--- config.mk ---
export PLATFORM = sky130hd
export DESIGN_NAME = lsu_mem_ctrl
export DESIGN_NICKNAME = d
export VERILOG_FILES = /design/src/rtl/lsu_mem_ctrl_pkg.sv /design/src/rtl/lsu_mem_ctrl_lane_align.sv /design/src/rtl/lsu_mem_ctrl.sv
export SDC_FILE = /design/constraint.sdc
export NUM_CORES = 1
export LEC_CHECK = 0
export CAP_MARGIN = 20
export CORE_AREA = 10 10 126 128
export CTS_BUF_LIST = sky130_fd_sc_hd__clkbuf_16
export DETAILED_ROUTE_END_ITERATION = 7
export DIE_AREA = 0 0 136 138
export PLACE_DENSITY = 0.79
export SETUP_SLACK_MARGIN = 0.3
export SYNTH_ARGS = -nofsm -noshare
export SYNTH_HDL_FRONTEND = slang
export SYNTH_SLANG_ARGS = --single-unit
--- constraint.sdc ---
create_clock -name clk -period 3.9 [get_ports clk]
set_clock_uncertainty 0.2 [all_clocks]
set_input_delay 0.585 -clock clk [delete_from_list [all_inputs] [get_ports clk]]
set_output_delay 0.585 -clock clk [all_outputs]
set_load 0.01 [all_outputs]
--- src/rtl/lsu_mem_ctrl_pkg.sv ---
// Shared encodings, FSM states and request record for the load/store controller.
package lsu_mem_ctrl_pkg;

    localparam logic [1:0] SizeByte = 2'b00;
    localparam logic [1:0] SizeHalf = 2'b01;
    localparam logic [1:0] SizeWord = 2'b10;
    localparam logic [1:0] SizeIll  = 2'b11;

    typedef enum logic [1:0] {
        StIdle,
        StRd,
        StWr,
        StResp
    } state_e;

    typedef struct packed {
        logic        we;
        logic [1:0]  size;
        logic        uns;
        logic [1:0]  lane;
        logic [31:0] wdata;
    } lsu_req_t;

    // An access faults when it cannot fit inside the 4-byte window at the clamped base.
    function automatic logic access_fault(input logic [1:0] size, input logic [1:0] lane);
        logic f;
        case (size)
            SizeByte: f = 1'b0;
            SizeHalf: f = (lane == 2'd3);
            SizeWord: f = (lane != 2'd0);
            default:  f = 1'b1;
        endcase
        return f;
    endfunction

endpackage

--- src/rtl/lsu_mem_ctrl_lane_align.sv ---
// Lane extraction with sign/zero extension for loads, and lane merge for sub-word stores.
module lsu_mem_ctrl_lane_align
    import lsu_mem_ctrl_pkg::*;
(
    input  logic [31:0] rdata,
    input  logic [1:0]  lane,
    input  logic [1:0]  size,
    input  logic        uns,
    input  logic [31:0] wdata,
    output logic [31:0] load_data,
    output logic [31:0] merged
);

    logic [4:0]  shamt;
    logic [31:0] shifted;
    logic [31:0] mask;

    always_comb begin
        shamt   = {lane, 3'b000};
        shifted = rdata >> shamt;

        case (size)
            SizeByte: load_data = {{24{~uns & shifted[7]}}, shifted[7:0]};
            SizeHalf: load_data = {{16{~uns & shifted[15]}}, shifted[15:0]};
            default:  load_data = rdata;
        endcase

        mask   = ((size == SizeByte) ? 32'h0000_00FF : 32'h0000_FFFF) << shamt;
        merged = (rdata & ~mask) | ((wdata << shamt) & mask);
    end

endmodule

--- src/rtl/lsu_mem_ctrl.sv ---
// Single-outstanding load/store controller for a byte-addressed 32-bit RAM with RMW sub-word stores.
module lsu_mem_ctrl
    import lsu_mem_ctrl_pkg::*;
#(
    parameter int unsigned ADDR_W = 10,
    parameter int unsigned DATA_W = 32
) (
    input  logic              clk,
    input  logic              rstn,
    input  logic              req_valid,
    output logic              req_ready,
    input  logic              req_we,
    input  logic [1:0]        req_size,
    input  logic              req_unsigned,
    input  logic [ADDR_W-1:0] req_addr,
    input  logic [DATA_W-1:0] req_wdata,
    output logic              resp_valid,
    output logic [DATA_W-1:0] resp_rdata,
    output logic              resp_fault,
    output logic              ram_we,
    output logic [ADDR_W-1:0] ram_addr,
    output logic [DATA_W-1:0] ram_wdata,
    input  logic [DATA_W-1:0] ram_rdata
);

    localparam int unsigned       RamBytes = 1 << ADDR_W;
    localparam logic [ADDR_W-1:0] WinMax   = ADDR_W'(RamBytes - 4);

    state_e            state_q, state_d;
    lsu_req_t          req_q, req_d;
    logic [31:0]       rd_q, rd_d;
    logic              resp_valid_q, resp_valid_d;
    logic [31:0]       resp_rdata_q, resp_rdata_d;
    logic              resp_fault_q, resp_fault_d;
    logic              ram_we_q, ram_we_d;
    logic [ADDR_W-1:0] ram_addr_q, ram_addr_d;
    logic [31:0]       ram_wdata_q, ram_wdata_d;

    logic [ADDR_W-1:0] base;
    logic [1:0]        lane_in;
    logic [31:0]       rd_word;
    logic [31:0]       load_data;
    logic [31:0]       merged;

    // In RD the async word is consumed the same edge it is captured into rd_q.
    assign rd_word = (state_q == StRd) ? ram_rdata : rd_q;

    lsu_mem_ctrl_lane_align u_lane_align (
        .rdata     (rd_word),
        .lane      (req_q.lane),
        .size      (req_q.size),
        .uns       (req_q.uns),
        .wdata     (req_q.wdata),
        .load_data (load_data),
        .merged    (merged)
    );

    always_comb begin
        base    = (req_addr > WinMax) ? WinMax : req_addr;
        lane_in = 2'(req_addr - base);

        state_d      = state_q;
        req_d        = req_q;
        rd_d         = rd_q;
        resp_valid_d = 1'b0;
        resp_rdata_d = '0;
        resp_fault_d = 1'b0;
        ram_we_d     = 1'b0;
        ram_addr_d   = ram_addr_q;
        ram_wdata_d  = ram_wdata_q;

        case (state_q)
            StIdle: begin
                if (req_valid) begin
                    req_d.we    = req_we;
                    req_d.size  = req_size;
                    req_d.uns   = req_unsigned;
                    req_d.lane  = lane_in;
                    req_d.wdata = req_wdata;
                    ram_addr_d  = base;
                    if (access_fault(req_size, lane_in)) begin
                        state_d      = StResp;
                        resp_valid_d = 1'b1;
                        resp_fault_d = 1'b1;
                    end else if (req_we && req_size == SizeWord) begin
                        state_d     = StWr;
                        ram_we_d    = 1'b1;
                        ram_wdata_d = req_wdata;
                    end else begin
                        state_d = StRd;
                    end
                end
            end
            StRd: begin
                rd_d = ram_rdata;
                if (req_q.we) begin
                    state_d     = StWr;
                    ram_we_d    = 1'b1;
                    ram_wdata_d = merged;
                end else begin
                    state_d      = StResp;
                    resp_valid_d = 1'b1;
                    resp_rdata_d = load_data;
                end
            end
            StWr: begin
                state_d      = StResp;
                resp_valid_d = 1'b1;
            end
            default: state_d = StIdle;
        endcase
    end

    always_ff @(posedge clk) begin
        if (!rstn) begin
            state_q      <= StIdle;
            req_q        <= '0;
            rd_q         <= '0;
            resp_valid_q <= 1'b0;
            resp_rdata_q <= '0;
            resp_fault_q <= 1'b0;
            ram_we_q     <= 1'b0;
            ram_addr_q   <= '0;
            ram_wdata_q  <= '0;
        end else begin
            state_q      <= state_d;
            req_q        <= req_d;
            rd_q         <= rd_d;
            resp_valid_q <= resp_valid_d;
            resp_rdata_q <= resp_rdata_d;
            resp_fault_q <= resp_fault_d;
            ram_we_q     <= ram_we_d;
            ram_addr_q   <= ram_addr_d;
            ram_wdata_q  <= ram_wdata_d;
        end
    end

    assign req_ready  = (state_q == StIdle);
    assign resp_valid = resp_valid_q;
    assign resp_rdata = resp_rdata_q;
    assign resp_fault = resp_fault_q;
    // Gated by reset so a write pending in the reset cycle never reaches the RAM.
    assign ram_we     = ram_we_q & rstn;
    assign ram_addr   = ram_addr_q;
    assign ram_wdata  = ram_wdata_q;

endmodule

; ---- Word level (Yosys, flattened, before mapping)
; Cells that the tools add are included.
[totals]
in_bits = 81
regBits = 149
elab_cells = 74
output_inout_bits = 78
[op_classes]
eq_ne = 10
addsub = 1
n_shift = 3
magnitude_cmp = 1
n_reduce_logical = 10
muxes = 26
bitwise_logic = 10
[ops]
columns = operator, n
row1 = $mux W32, 5
row2 = $pmux W32 S2, 2
row3 = $and A32 B32 Y32, 2
row4 = $shl A32 B5 Y32, 2
row5 = $not A32 Y32, 1
row6 = $or A32 B32 Y32, 1
row7 = $shr A32 B5 Y16, 1
row8 = $mux W16, 1
row9 = $gt A10 B10 Y1 const B, 1
row10 = $mux W1, 10
row11 = $mux W10, 1
row12 = $eq A2 B1 Y1 const B, 3
row13 = $eq A2 B2 Y1 const B, 3
row14 = $logic_not A2 Y1, 3
row15 = $mux W2, 3
row16 = $ne A2 B2 Y1 const B, 3
row17 = $pmux W1 S3, 2
row18 = $pmux W2 S3, 1
row19 = $reduce_and A5 Y1, 1
row20 = $reduce_and A2 Y1, 2
row21 = $reduce_bool A2 Y1, 2
row22 = $and A1 B1 Y1, 3
row23 = $not A1 Y1, 3
row24 = $reduce_or A3 Y1, 1
row25 = other kinds (4), 4

; ---- Depth between registers and ports, before layout
[logic_depth]
word_depth = 10
mapped_depth = 10
depth_no_buf = 6

; ---- Hierarchy
; Synthesis repeated with hierarchy kept, for this count alone.
[hier_totals]
hier_cells = 802
area_unflattened_um2 = 7058.0
[by_module_without_submodules]
columns = mod, area_per_inst_um2, n_inst, seq_area_each_um2, cells_each
row1 = lsu_mem_ctrl, 5738.0, 1, 2982.9, 574
row2 = lsu_mem_ctrl_lane_align, 1320.0, 1, 0.0, 228

; ---- Worst setup path after synthesis
; OpenSTA, ideal clock, no wires.
[synth_timing]
path_type = reg-to-reg
startpoint = register state_q[1]
endpoint = register resp_rdata_q[29], in the netlist resp_rdata[29]
required_ps = 3578
arrival_time_ps = 1751
synth_period_minus_slack_ps = 2073
path_buffers = 2
path_stages_with_launch = 9
setup_ps = 122
path_slack_ps = 1827
cell_sequence = dfxtp_1 > inv_1 > ha_1 > buf_6 > mux4_2 > o2bb2ai_2 > buf_2 > a21oi_1 > a21oi_1
[synth_via]
elab_chain_cells = 5
word_cells_on_any_way = 8
cone_classes = eq/ne (1) / shift (1) / mux (2) / bitwise (3) / reduce/logical (1)
[synth_rtl]
columns = element, line
row1 = start: declaration, lsu_mem_ctrl.sv:29  ; state_e state_q, state_d;
row2 = start signal: assignment, lsu_mem_ctrl.sv:116  ; state_q <= StIdle;
row3 = start signal: assignment, lsu_mem_ctrl.sv:126  ; state_q <= state_d;
row4 = $eq A2 B1 Y1 (*), "lsu_mem_ctrl.sv:46, lsu_mem_ctrl.sv:72"
row5 = $mux W32, --
row6 = $shr A32 B5 Y16, lsu_mem_ctrl_lane_align.sv:20  ; shifted = rdata >> shamt;
row7 = $and A1 B1 Y1 (on tied branches), "lsu_mem_ctrl_lane_align.sv:24, lsu_mem_ctrl_lane_align.sv:23"
row8 = $pmux W32 S2, lsu_mem_ctrl_lane_align.sv:22  ; case (size)
row9 = end signal: assignment, lsu_mem_ctrl.sv:130  ; resp_rdata_q <= resp_rdata_d;
row10 = end: declaration, lsu_mem_ctrl.sv:33  ; logic [31:0] resp_rdata_q, resp_rdata_d;
; Mark *: on every way between the ends. The rest lies on a longest branch, timed or not.
; A chain may end at the register's enable or synchronous reset.

; ---- Worst setup path after layout
[layout_timing]
startpoint = register state_q[1]
endpoint = register resp_rdata_q[24], in the netlist resp_rdata[24]
; The elaborated chain is that of the path after synthesis.

==> results.yml <==
synthesis:
  synthTopCellsByArea: "dfxtp_1 41%, mux2i_1 6.6%, nand2_1 6.2%, nor2_1 5.5%, a21oi_1 5.3%"
  syn_area_per_cell_um2: 8.43
  netlist.top_cell.by_area: "dfxtp_1"
  ys_seq_area_share_pct: 41.2
  syn-cell-area_um2: 6560
  synthCells: 778
  ys_ff_latch: 135
  ys.flop_type: "dfxtp_1"
  synthArstFlopShare_pct: 0
  synth_edf_count: 0
  synth_top_cell_area_share_pct: 41.2
  synth.distinct_cells: 55
  syn_nets: 863
  synth_warnings: 0
cells_and_area:
  final_cells: 1087
  ff_latch_area_um2: 2700
  multi_input_area_um2: 3470
  final_util_pct: 65.2
  final_common_cell: "clkdlybuf4s50_1"
  drive_above_1_share_pct: 7.40
  fill_cells: 1154
  final_cell_mix: "158 x clkdlybuf4s50_1, 135 x dfxtp_1, 109 x nand2_1"
  nNetsFinal: 978
  area_delta_synth_final_pct: 34.1
clock_network:
  post_cts.repair.setup_buffers: 0
  post_cts_resized: 0
  clock-sinks: 135
  clkLatencyLatePin_ns: 0.43
  cts_tree: "done"
  clk_pin_slew_ns: 0.06
  hold_buffers: 0
  root_buffer: "clkbuf_16"
  cts_buffer_depth: 2
  cts_max_level: 4
  numCtsBuffers: 17
drt:
  drc: 0
  vias: 6547
  antenna_left: 0
  dr.first_iter.drc_count: 882
  viasPerCell: 6.02
  wire_per_inst_um: 20.3
  wirelength_um: 22100
  firstDrtPassIters: 5
placed_design:
  dp_slack_ns: 0.646
  port-buffer-count: 158
  hpwl_um: 15600
  dp_cells: 1054
  gp_routability_congestion: 0.899
die:
  die_w_um: 136
  rows: 43
  core-area_um2: 13500
  ioPinCount: 159
  die-area_um2: 18800
  start_util_pct: 48.6
  die_y_um: 138
worst_setup_path:
  cp_data_required_time_ns: 4.04
  worstSetupPathType: "reg2reg"
  r2r_slack_ns: 0.93
  end_kind: "flop"
  cp-start-kind: "flop"
  cp_max_fo: 28
  critPathArrivalTime_ns: 3.11
power_and_ir_drop:
  total_power_mw: 4.91
  power.density_nw_per_um2: 558
  vdd_drop_max_mv: 0.297
  p_leak_nw: 2.99
grt:
  grt_pass1_vias: 6203
  grt_use_total_pct: 22.6
  grt_pass1_wl_um: 34100
  antenna_found_initial: 1
  overflow: 0
  grt_start_max_net_pins: 86
run:
  cap_violations: 0
timing:
  tightest_slew_ns: 1.12
  setup_viol: 0
  min_period_ns: 2.97
  tns_ns: 0
  slew_headroom_pct: 25.7
  setup_ws_ns: 0.930
  timing.final.hold_violations: 0
  finalCritPeriodShare_pct: 76.2
  slew_viol_final: 0
  rsz0062_at_grt: "no"
  max_freq_mhz: 337
worst_hold_path:
  hold_path_class: "reg2reg"
run_status:
  outcome: "complete, no violations"
-- registers in the layout, summed over array words and instances, names as in the netlist --
register / cells
rd_q: 32
resp_fault: 1
ram_we_q: 1
ram_addr: 10
resp_rdata: 32
resp_valid: 1
ram_wdata: 32
state_q: 2
req_q: 24
-- worst paths after layout --
| path | startpoint | end | depth (start not counted) |
|---|---|---|---|
| max reg2reg | state_q[1]$_SDFFE_PN0P_ | resp_rdata[24]$_SDFF_PP0_ | 7 |
| max | state_q[1]$_SDFFE_PN0P_ | resp_rdata[24]$_SDFF_PP0_ | 7 |
| min reg2reg | ram_addr[8]$_SDFFE_PN0P_ | ram_addr[8]$_SDFFE_PN0P_ | 2 |
| min | ram_addr[8]$_SDFFE_PN0P_ | ram_addr[8]$_SDFFE_PN0P_ | 2 |
-- where the power goes --
| part | switching (mW) | total (mW) | internal, mW |
|---|---|---|---|
| clock network | 0.632 | 1.90 | 1.27 |
| registers | 0.0931 | 1.62 | 1.53 |
| logic | 0.811 | 1.38 | 0.573 |
-- cell type report --
class	instances	area share [%]
inverter	7	0.299
multi-input combinational	561	39.4
clock buffer	17	4.83
timing repair buffer	171	19.1
sequential	135	30.7
antenna	1	0.0284
clock inverter	15	3.11
tap	180	2.56
-- stage by stage --
step,hold slack (ns),area (µm²)
finish,0.255,8800
floorplan,0.236,6560
CTS,0.258,8800
global route,0.276,8800
detailed placement,0.247,8100
global placement,0.242,8100
-- critical path, cell delays in order, from the launching register on --
cell,delay [ns]
dfxtp_1,0.34
inv_1,0.09
ha_2,0.68
buf_4,0.28
nand2b_1,0.10
nor2_1,0.69
o21ai_0,0.27
a21oi_1,0.22
-- synthesized netlist by cell type, types with 8 or more instances --
cell / count
a222oi_1: 14
a311oi_1: 9
a211oi_1: 40
dfxtp_1: 135
a21oi_1: 69
mux2i_1: 43
o21ai_0: 42
o211ai_1: 14
buf_2: 18
a221oi_1: 14
nand2_1: 109
clkbuf_1: 42
o22ai_1: 12
o2bb2ai_1: 8
a311o_1: 8
nor2_1: 97
-- logic make-up (layout without fill, tap and decap cells) --
group	Yosys count	in the layout	share of synthesized area [%]
AOI/OAI and AO/OA	269	269	28.9
DFF	135	135	41.2
other	0	1	0
adders and majority gates	4	4	0.763
muxes	51	51	8.10
and+or+nand+nor	237	237	15.0
buffers and inverters	82	210	6.03
-- layer usage --
layer	global-route usage [%]	up-vias	share of wire, %
met3	5.40	40	8.7
met1	29.1	3084	43
met2	35.4	343	46
met5	0	-	0
met4	8.64	0	2.2
li1	-	3080	-
(Power assumes the default switching activity.)
